===== src/rtl/regfile_wb_arbiter_if.sv =====
// Writeback request, register-file write and scoreboard query signals for regfile_wb_arbiter.
// The slave modport is the arbiter; the master modport is the requester/decode side.
interface regfile_wb_arbiter_if #(
  parameter int unsigned XLEN       = 32,
  parameter int unsigned REG_ADDR_W = 5
);
  // Requester A (ALU / branch-link writeback)
  logic                  a_valid;
  logic                  a_ready;
  logic [REG_ADDR_W-1:0] a_rd;
  logic [XLEN-1:0]       a_data;

  // Requester B (load-unit writeback)
  logic                  b_valid;
  logic                  b_ready;
  logic [REG_ADDR_W-1:0] b_rd;
  logic [XLEN-1:0]       b_data;

  // Register-file write port
  logic                  rf_write_en;
  logic [REG_ADDR_W-1:0] rf_rd;
  logic [XLEN-1:0]       rf_write_data;

  // Decode-stage scoreboard queries
  logic [REG_ADDR_W-1:0] q_rs1;
  logic [REG_ADDR_W-1:0] q_rs2;
  logic                  q_busy1;
  logic                  q_busy2;
  logic                  q_fwd_valid1;
  logic [XLEN-1:0]       q_fwd_data1;
  logic                  q_fwd_valid2;
  logic [XLEN-1:0]       q_fwd_data2;

  modport slave (
    input  a_valid, a_rd, a_data,
    output a_ready,
    input  b_valid, b_rd, b_data,
    output b_ready,
    output rf_write_en, rf_rd, rf_write_data,
    input  q_rs1, q_rs2,
    output q_busy1, q_busy2,
    output q_fwd_valid1, q_fwd_data1, q_fwd_valid2, q_fwd_data2
  );

  modport master (
    output a_valid, a_rd, a_data,
    input  a_ready,
    output b_valid, b_rd, b_data,
    input  b_ready,
    input  rf_write_en, rf_rd, rf_write_data,
    output q_rs1, q_rs2,
    input  q_busy1, q_busy2,
    input  q_fwd_valid1, q_fwd_data1, q_fwd_valid2, q_fwd_data2
  );
endinterface


===== src/rtl/regfile_wb_arbiter.sv =====
// Writeback arbiter for a single-write-port register file: two one-entry holds, round-robin
// grant with age override on same-rd conflicts, plus a pending-write scoreboard.
// Optional forwarding of held data to decode is enabled by defining REGFILE_WB_BYPASS_EN.
module regfile_wb_arbiter #(
  parameter int unsigned XLEN       = 32,
  parameter int unsigned REG_ADDR_W = 5
) (
  input  logic                 clk,
  input  logic                 rst,
  regfile_wb_arbiter_if.slave  bus
);

  typedef struct packed {
    logic                  valid;
    logic [REG_ADDR_W-1:0] rd;
    logic [XLEN-1:0]       data;
  } hold_t;

  hold_t r_hold_a;
  hold_t r_hold_b;
  logic  r_rr_ptr;   // 0: A favoured on a distinct-rd conflict
  logic  r_age;      // 1: hold_b was loaded before hold_a

  logic w_grant_a;
  logic w_grant_b;
  logic w_a_ready;
  logic w_b_ready;
  logic w_a_load;
  logic w_b_load;
  logic w_a_stay;
  logic w_b_stay;

  // Grant decision uses only the hold flops
  always_comb begin
    w_grant_a = 1'b0;
    w_grant_b = 1'b0;
    if (r_hold_a.valid && r_hold_b.valid) begin
      if (r_hold_a.rd == r_hold_b.rd) begin
        if (r_age) w_grant_b = 1'b1;
        else       w_grant_a = 1'b1;
      end else if (r_rr_ptr) begin
        w_grant_b = 1'b1;
      end else begin
        w_grant_a = 1'b1;
      end
    end else begin
      w_grant_a = r_hold_a.valid;
      w_grant_b = r_hold_b.valid;
    end
  end

  // Accept whenever the hold is empty or being drained this cycle; x0 entries are dropped
  always_comb begin
    w_a_ready = !rst && (!r_hold_a.valid || w_grant_a);
    w_b_ready = !rst && (!r_hold_b.valid || w_grant_b);
    w_a_load  = bus.a_valid && w_a_ready && (bus.a_rd != '0);
    w_b_load  = bus.b_valid && w_b_ready && (bus.b_rd != '0);
    w_a_stay  = r_hold_a.valid && !w_grant_a;
    w_b_stay  = r_hold_b.valid && !w_grant_b;
  end

  assign bus.a_ready = w_a_ready;
  assign bus.b_ready = w_b_ready;

  // Hold registers, round-robin pointer and relative age
  always_ff @(posedge clk) begin
    if (rst) begin
      r_hold_a <= '0;
      r_hold_b <= '0;
      r_rr_ptr <= 1'b0;
      r_age    <= 1'b0;
    end else begin
      if (w_a_load) begin
        r_hold_a <= '{valid: 1'b1, rd: bus.a_rd, data: bus.a_data};
      end else if (w_grant_a) begin
        r_hold_a.valid <= 1'b0;
      end

      if (w_b_load) begin
        r_hold_b <= '{valid: 1'b1, rd: bus.b_rd, data: bus.b_data};
      end else if (w_grant_b) begin
        r_hold_b.valid <= 1'b0;
      end

      if (w_grant_a) begin
        r_rr_ptr <= 1'b1;
      end else if (w_grant_b) begin
        r_rr_ptr <= 1'b0;
      end

      // Simultaneous loads count B as older
      if (w_a_load && (w_b_load || w_b_stay)) begin
        r_age <= 1'b1;
      end else if (w_b_load && w_a_stay) begin
        r_age <= 1'b0;
      end
    end
  end

  logic [REG_ADDR_W-1:0] w_rf_rd;
  logic [XLEN-1:0]       w_rf_data;

  always_comb begin
    w_rf_rd   = '0;
    w_rf_data = '0;
    if (w_grant_a) begin
      w_rf_rd   = r_hold_a.rd;
      w_rf_data = r_hold_a.data;
    end else if (w_grant_b) begin
      w_rf_rd   = r_hold_b.rd;
      w_rf_data = r_hold_b.data;
    end
  end

  assign bus.rf_write_en   = w_grant_a || w_grant_b;
  assign bus.rf_rd         = w_rf_rd;
  assign bus.rf_write_data = w_rf_data;

  logic w_m1a;
  logic w_m1b;
  logic w_m2a;
  logic w_m2b;
  logic w_busy1;
  logic w_busy2;

  // Scoreboard: any valid hold, including the one being granted, marks its rd busy
  always_comb begin
    w_m1a   = r_hold_a.valid && (r_hold_a.rd == bus.q_rs1);
    w_m1b   = r_hold_b.valid && (r_hold_b.rd == bus.q_rs1);
    w_m2a   = r_hold_a.valid && (r_hold_a.rd == bus.q_rs2);
    w_m2b   = r_hold_b.valid && (r_hold_b.rd == bus.q_rs2);
    w_busy1 = (bus.q_rs1 != '0) && (w_m1a || w_m1b);
    w_busy2 = (bus.q_rs2 != '0) && (w_m2a || w_m2b);
  end

  assign bus.q_busy1 = w_busy1;
  assign bus.q_busy2 = w_busy2;

`ifdef REGFILE_WB_BYPASS_EN
  logic [XLEN-1:0] w_fwd1;
  logic [XLEN-1:0] w_fwd2;

  // When both holds match, the younger entry carries the architecturally newest value
  always_comb begin
    w_fwd1 = '0;
    w_fwd2 = '0;
    if (w_busy1) begin
      if (w_m1a && w_m1b) w_fwd1 = r_age ? r_hold_a.data : r_hold_b.data;
      else if (w_m1a)     w_fwd1 = r_hold_a.data;
      else                w_fwd1 = r_hold_b.data;
    end
    if (w_busy2) begin
      if (w_m2a && w_m2b) w_fwd2 = r_age ? r_hold_a.data : r_hold_b.data;
      else if (w_m2a)     w_fwd2 = r_hold_a.data;
      else                w_fwd2 = r_hold_b.data;
    end
  end

  assign bus.q_fwd_valid1 = w_busy1;
  assign bus.q_fwd_data1  = w_fwd1;
  assign bus.q_fwd_valid2 = w_busy2;
  assign bus.q_fwd_data2  = w_fwd2;
`else
  assign bus.q_fwd_valid1 = 1'b0;
  assign bus.q_fwd_data1  = '0;
  assign bus.q_fwd_valid2 = 1'b0;
  assign bus.q_fwd_data2  = '0;
`endif

endmodule

===== src/flat_wrapper.sv =====
// flat-port wrapper written by rule: the top's interface ports become plain ports
module regfile_wb_arbiter_flat 
#(
  parameter int unsigned XLEN       = 32,
  parameter int unsigned REG_ADDR_W = 5
)
  (clk, rst, bus_a_valid, bus_a_rd, bus_a_data, bus_a_ready, bus_b_valid, bus_b_rd, bus_b_data, bus_b_ready, bus_rf_write_en, bus_rf_rd, bus_rf_write_data, bus_q_rs1, bus_q_rs2, bus_q_busy1, bus_q_busy2, bus_q_fwd_valid1, bus_q_fwd_data1, bus_q_fwd_valid2, bus_q_fwd_data2);
  regfile_wb_arbiter_if #(.XLEN(XLEN), .REG_ADDR_W(REG_ADDR_W)) bus_i ();
  input  logic clk;
  input  logic rst;
  input wire logic [$bits(bus_i.a_valid)-1:0] bus_a_valid;
  input wire logic [$bits(bus_i.a_rd)-1:0] bus_a_rd;
  input wire logic [$bits(bus_i.a_data)-1:0] bus_a_data;
  output wire logic [$bits(bus_i.a_ready)-1:0] bus_a_ready;
  input wire logic [$bits(bus_i.b_valid)-1:0] bus_b_valid;
  input wire logic [$bits(bus_i.b_rd)-1:0] bus_b_rd;
  input wire logic [$bits(bus_i.b_data)-1:0] bus_b_data;
  output wire logic [$bits(bus_i.b_ready)-1:0] bus_b_ready;
  output wire logic [$bits(bus_i.rf_write_en)-1:0] bus_rf_write_en;
  output wire logic [$bits(bus_i.rf_rd)-1:0] bus_rf_rd;
  output wire logic [$bits(bus_i.rf_write_data)-1:0] bus_rf_write_data;
  input wire logic [$bits(bus_i.q_rs1)-1:0] bus_q_rs1;
  input wire logic [$bits(bus_i.q_rs2)-1:0] bus_q_rs2;
  output wire logic [$bits(bus_i.q_busy1)-1:0] bus_q_busy1;
  output wire logic [$bits(bus_i.q_busy2)-1:0] bus_q_busy2;
  output wire logic [$bits(bus_i.q_fwd_valid1)-1:0] bus_q_fwd_valid1;
  output wire logic [$bits(bus_i.q_fwd_data1)-1:0] bus_q_fwd_data1;
  output wire logic [$bits(bus_i.q_fwd_valid2)-1:0] bus_q_fwd_valid2;
  output wire logic [$bits(bus_i.q_fwd_data2)-1:0] bus_q_fwd_data2;
  assign bus_i.a_valid = bus_a_valid;
  assign bus_i.a_rd = bus_a_rd;
  assign bus_i.a_data = bus_a_data;
  assign bus_a_ready = bus_i.a_ready;
  assign bus_i.b_valid = bus_b_valid;
  assign bus_i.b_rd = bus_b_rd;
  assign bus_i.b_data = bus_b_data;
  assign bus_b_ready = bus_i.b_ready;
  assign bus_rf_write_en = bus_i.rf_write_en;
  assign bus_rf_rd = bus_i.rf_rd;
  assign bus_rf_write_data = bus_i.rf_write_data;
  assign bus_i.q_rs1 = bus_q_rs1;
  assign bus_i.q_rs2 = bus_q_rs2;
  assign bus_q_busy1 = bus_i.q_busy1;
  assign bus_q_busy2 = bus_i.q_busy2;
  assign bus_q_fwd_valid1 = bus_i.q_fwd_valid1;
  assign bus_q_fwd_data1 = bus_i.q_fwd_data1;
  assign bus_q_fwd_valid2 = bus_i.q_fwd_valid2;
  assign bus_q_fwd_data2 = bus_i.q_fwd_data2;
  regfile_wb_arbiter #(.XLEN(XLEN), .REG_ADDR_W(REG_ADDR_W)) u_core (.clk(clk), .rst(rst), .bus(bus_i));
endmodule

===== config.mk =====
export PLATFORM = sky130hd
export DESIGN_NAME = regfile_wb_arbiter_flat
export DESIGN_NICKNAME = d
export VERILOG_FILES = /design/src/rtl/regfile_wb_arbiter_if.sv /design/src/rtl/regfile_wb_arbiter.sv /design/src/flat_wrapper.sv
export SDC_FILE = /design/constraint.sdc
export NUM_CORES = 1
export LEC_CHECK = 0
export BUFFER_PORTS_ARGS = -buffer_cell sky130_fd_sc_hd__buf_2
export CAP_MARGIN = 15
export CELL_PAD_IN_SITES_DETAIL_PLACEMENT = 1
export CELL_PAD_IN_SITES_GLOBAL_PLACEMENT = 1
export CORE_AREA = 2 2 150 93
export CTS_BUF_LIST = sky130_fd_sc_hd__clkbuf_4
export CTS_CLUSTER_SIZE = 25
export DETAILED_ROUTE_END_ITERATION = 7
export DIE_AREA = 0 0 152 95
export PLACE_DENSITY_LB_ADDON = 0.1
export SYNTH_ARGS = -nofsm -noshare
export SYNTH_HDL_FRONTEND = slang
export SYNTH_SLANG_ARGS = --single-unit

===== constraint.sdc =====
create_clock -name clk -period 2.5 [get_ports clk]
set_input_delay 0.125 -clock clk [delete_from_list [all_inputs] [get_ports clk]]
set_output_delay 0.125 -clock clk [all_outputs]
set_load 0.02 [all_outputs]

==> impl_metrics.yaml <==
finish:
  fillCellCount: 1561
  fin_cells: 929
  final_util_pct: 50.9
  nets: 837
  final_cell_mix: "buf_2 (93), a21oi_1 (74), dlygate4sd3_1 (74)"
  final_common_cell: "buf_2"
  synthToLayoutAreaGrowth_pct: 45.4
  n_antenna_cell: 0
  drive_gt1_share_pct: 30.9
floorplan:
  die_h_um: 95
  die-area_um2: 14400
  core_um2: 13300
  ios: 196
  die_w_um: 152
  initial_utilization_pct: 35.0
  rows: 33
run:
  maxCapViolations: 0
placement:
  port-buffer-count: 129
  place.gp.congestion: 0.802
  dpl.hpwl_mm: 11.3
  placedCellCount: 818
grt:
  grt_pass1_vias: 5057
  grt_max_degree: 38
  antenna_found_initial: 0
  grt_pass1_wl_mm: 27.7
  grt.overflow.total: 0
  grt_use_total_pct: 24.6
timing:
  finalMaxSlewViolations: 0
  hold_violations: 0
  timing.hold.ws_ns: 0.0350
  finClkSkew_ns: 0.0194
  finalCritPeriodShare_pct: 101
  slew_headroom_pct: 31.7
  final.min_clock_period_ns: 2.53
  worstMarginPinSlew_ns: 1.02
  max_freq_mhz: 396
  setup_viol: 1
  worst_slack_ns: -0.0259
  rsz0062_at_grt: "yes"
synthesis:
  netlist_area_um2: 4640
  ys_seq_area_share_pct: 33.7
  yosysWarnings: 0
  synth_seq_cells: 78
  synth_top_area_cell: "dfxtp_1"
  ys.flop_type: "dfxtp_1"
  netlist_top_cells_area: "dfxtp_1 (34%), buf_4 (11%), a21oi_1 (8.1%), a22o_1 (7.0%), o211ai_1 (6.0%)"
  syn_avg_cell_area_um2: 8.49
  yosysUniqueCellTypes: 44
  syn_inst: 546
  synth_edf_count: 0
  synthArstFlopShare_pct: 0
  synth_top_area_share_pct: 33.7
worst_setup_path:
  slowest_stage: "dfxtp_2"
  r2r_slack_ns: 0.12
  crit_top_cell: "buf_6"
  start_kind: "register"
  crit_chain: "xor2_2 -> nor2_4 -> buf_8 -> and4_4 -> a311oi_4 -> buf_6 -> clkbuf_16 -> a22o_1 -> buf_6"
  critPathMaxFanout: 7
  endpoint: "bus_rf_write_data[5]"
  rr_startpoint: "u_core.r_hold_a[33]$_SDFFE_PP0P_"
  arrival_ns: 2.40
  worstPathRequired_ns: 2.38
  critPathLaunch: "u_core.r_hold_a[32]$_SDFFE_PP0P_"
  r2r.worst_path.cells: 8
  rr_endpoint: "u_core.r_hold_a[0]$_SDFFE_PP0P_"
  critPathCaptureType: "output port"
  cpPeakStageDelay_ns: 0.39
  crit_type: "reg -> out"
worst_hold_path:
  min_path_cells: 3
  hp-class: "in -> reg"
route:
  drc: 0
  firstDrtPassIters: 4
  initialDrtViolationCount: 243
  wl_mm: 19.1
  vias_per_cell: 5.44
  via_count: 5054
  drt-wirelength-per-cell_um: 20.6
  antenna_left: 0
clocking:
  cts.path.max_buffers: 2
  cts-root-buf: "clkbuf_4"
  clkSlewWorstSetupHoldPaths_ns: 0.12
  clock_latency_ns: 0.45
  cts_tree: "yes"
  cts.htree.levels: 3
  cts_sinks: 78
  cts_buffers: 9
outcome:
  status: "complete, but fails checks"
  violations: "setup timing"
power:
  p_seq_share_pct: 45.4
  switching_share_pct: 35.7
  p_per_area_nw_per_um2: 446
  intPower_mw: 1.93
  clkPwrFrac_pct: 22.8
  power.switching_mw: 1.07
  total_leakage_power_nw: 2.86
  combPwrFrac_pct: 31.8
  peakVddDrop_uv: 190
## repair_timing
item,CTS,global route
cloned,3,4
endpoints found under the setup margin,38,73
gates resized for setup,21,91
setup buffers,9,5
pin swaps,4,42
hold buffers,74,0
hold endpoints to repair,73,0
## cell usage after synthesis (all sizes together) (2+ instances only)
master and number:
nor3 3, and3 3, o32ai 2, nor4 5, o211ai 37, o31ai 37
dfxtp 78, or4 4, buf 100, nand3b 2, nand2 3, xor2 21
xnor2 4, a22o 37, a311oi 2, nand3 41, a21oi 76, inv 3
nor2 6, clkbuf 30, o21ai 37
## power groups by stage
| stage | logic (mW) | clock network [mW] | registers (mW) |
|---|---|---|---|
| global route | 1.03 | 0.758 | 1.37 |
| finish | 0.957 | 0.684 | 1.37 |
| floorplan | 0.526 | 0 | 1.37 |
| CTS | 0.827 | 0.694 | 1.36 |
| global placement | 0.657 | 0 | 1.38 |
| detailed placement | 0.675 | 0 | 1.38 |
## cell type report
type                       instances  area (um^2)  share of cell area [%]
inverter                           3         11.3                   0.167
sequential                        78         1580                    23.5
multi-input combinational        402         2640                    39.2
tap                              175          219                    3.25
clock buffer                       9         67.6                    1.00
timing repair buffer             255         2180                    32.4
clock inverter                     7         40.0                   0.594
## worst min path at each step
stage	from	end	slack, ns
after floorplan	bus_a_data[0]	u_core.r_hold_a[0]$_SDFFE_PP0P_	0.27
after global placement	bus_a_data[6]	u_core.r_hold_a[6]$_SDFFE_PP0P_	0.38
after detailed placement	bus_a_data[7]	u_core.r_hold_a[7]$_SDFFE_PP0P_	0.39
after CTS	bus_a_valid	u_core.r_hold_a[34]$_SDFFE_PP0P_	0.02
after global routing	bus_a_rd[3]	u_core.r_hold_a[35]$_SDFFE_PP0P_	0.02
final	bus_a_valid	u_core.r_hold_a[34]$_SDFFE_PP0P_	0.04
## sequential cells by signal (all words and copies together), names as in the netlist
name,cells
u_core.r_rr_ptr,1
u_core.r_hold_a,38
u_core.r_hold_b,38
u_core.r_age,1
## layer usage
metal,track usage [%],up-vias,routed length (um)
met4,5.14,0,211
met2,40.9,200,8790
met1,33.3,2527,8830
met5,0,-,0
met3,4.91,17,1280
li1,-,2310,-
## critical path: cells and delay by family, from the launching register on
| kind | cells | cell delay (ns) |
|---|---|---|
| buffers and inverters | 4 | 0.63 |
| AOI/OAI and AO/OA | 2 | 0.48 |
| DFF | 1 | 0.39 |
| and+or+nand+nor | 2 | 0.26 |
| xor gates and xnor gates | 1 | 0.20 |
## kinds of logic (layout without fill, tap and decap cells)
kind of cell | Yosys count | in the layout | share of synthesized area (%)
AND/OR/NAND/NOR | 71 | 71 | 8.25
other | 1 | 66 | 0.0809
flip-flops | 78 | 78 | 33.7
XOR/XNOR | 25 | 25 | 4.72
AO/OA/AOI/OAI | 238 | 240 | 34.7
buffers and inverters | 133 | 274 | 18.6
## metrics by stage
step / instance area, um^2 / setup slack [ns] / setup TNS, ns / total power [mW]
after floorplan: 4880 / 0.511 / 0 / 1.89
after global placement: 5260 / 0.201 / 0 / 2.04
after detailed placement: 5260 / 0.145 / 0 / 2.06
after CTS: 6280 / -0.0124 / -0.0124 / 2.88
after global routing: 6740 / -0.136 / -3.26 / 3.16
final: 6740 / -0.0259 / -0.0259 / 3.01
Note: power is estimated with default switching activity, not from simulation.
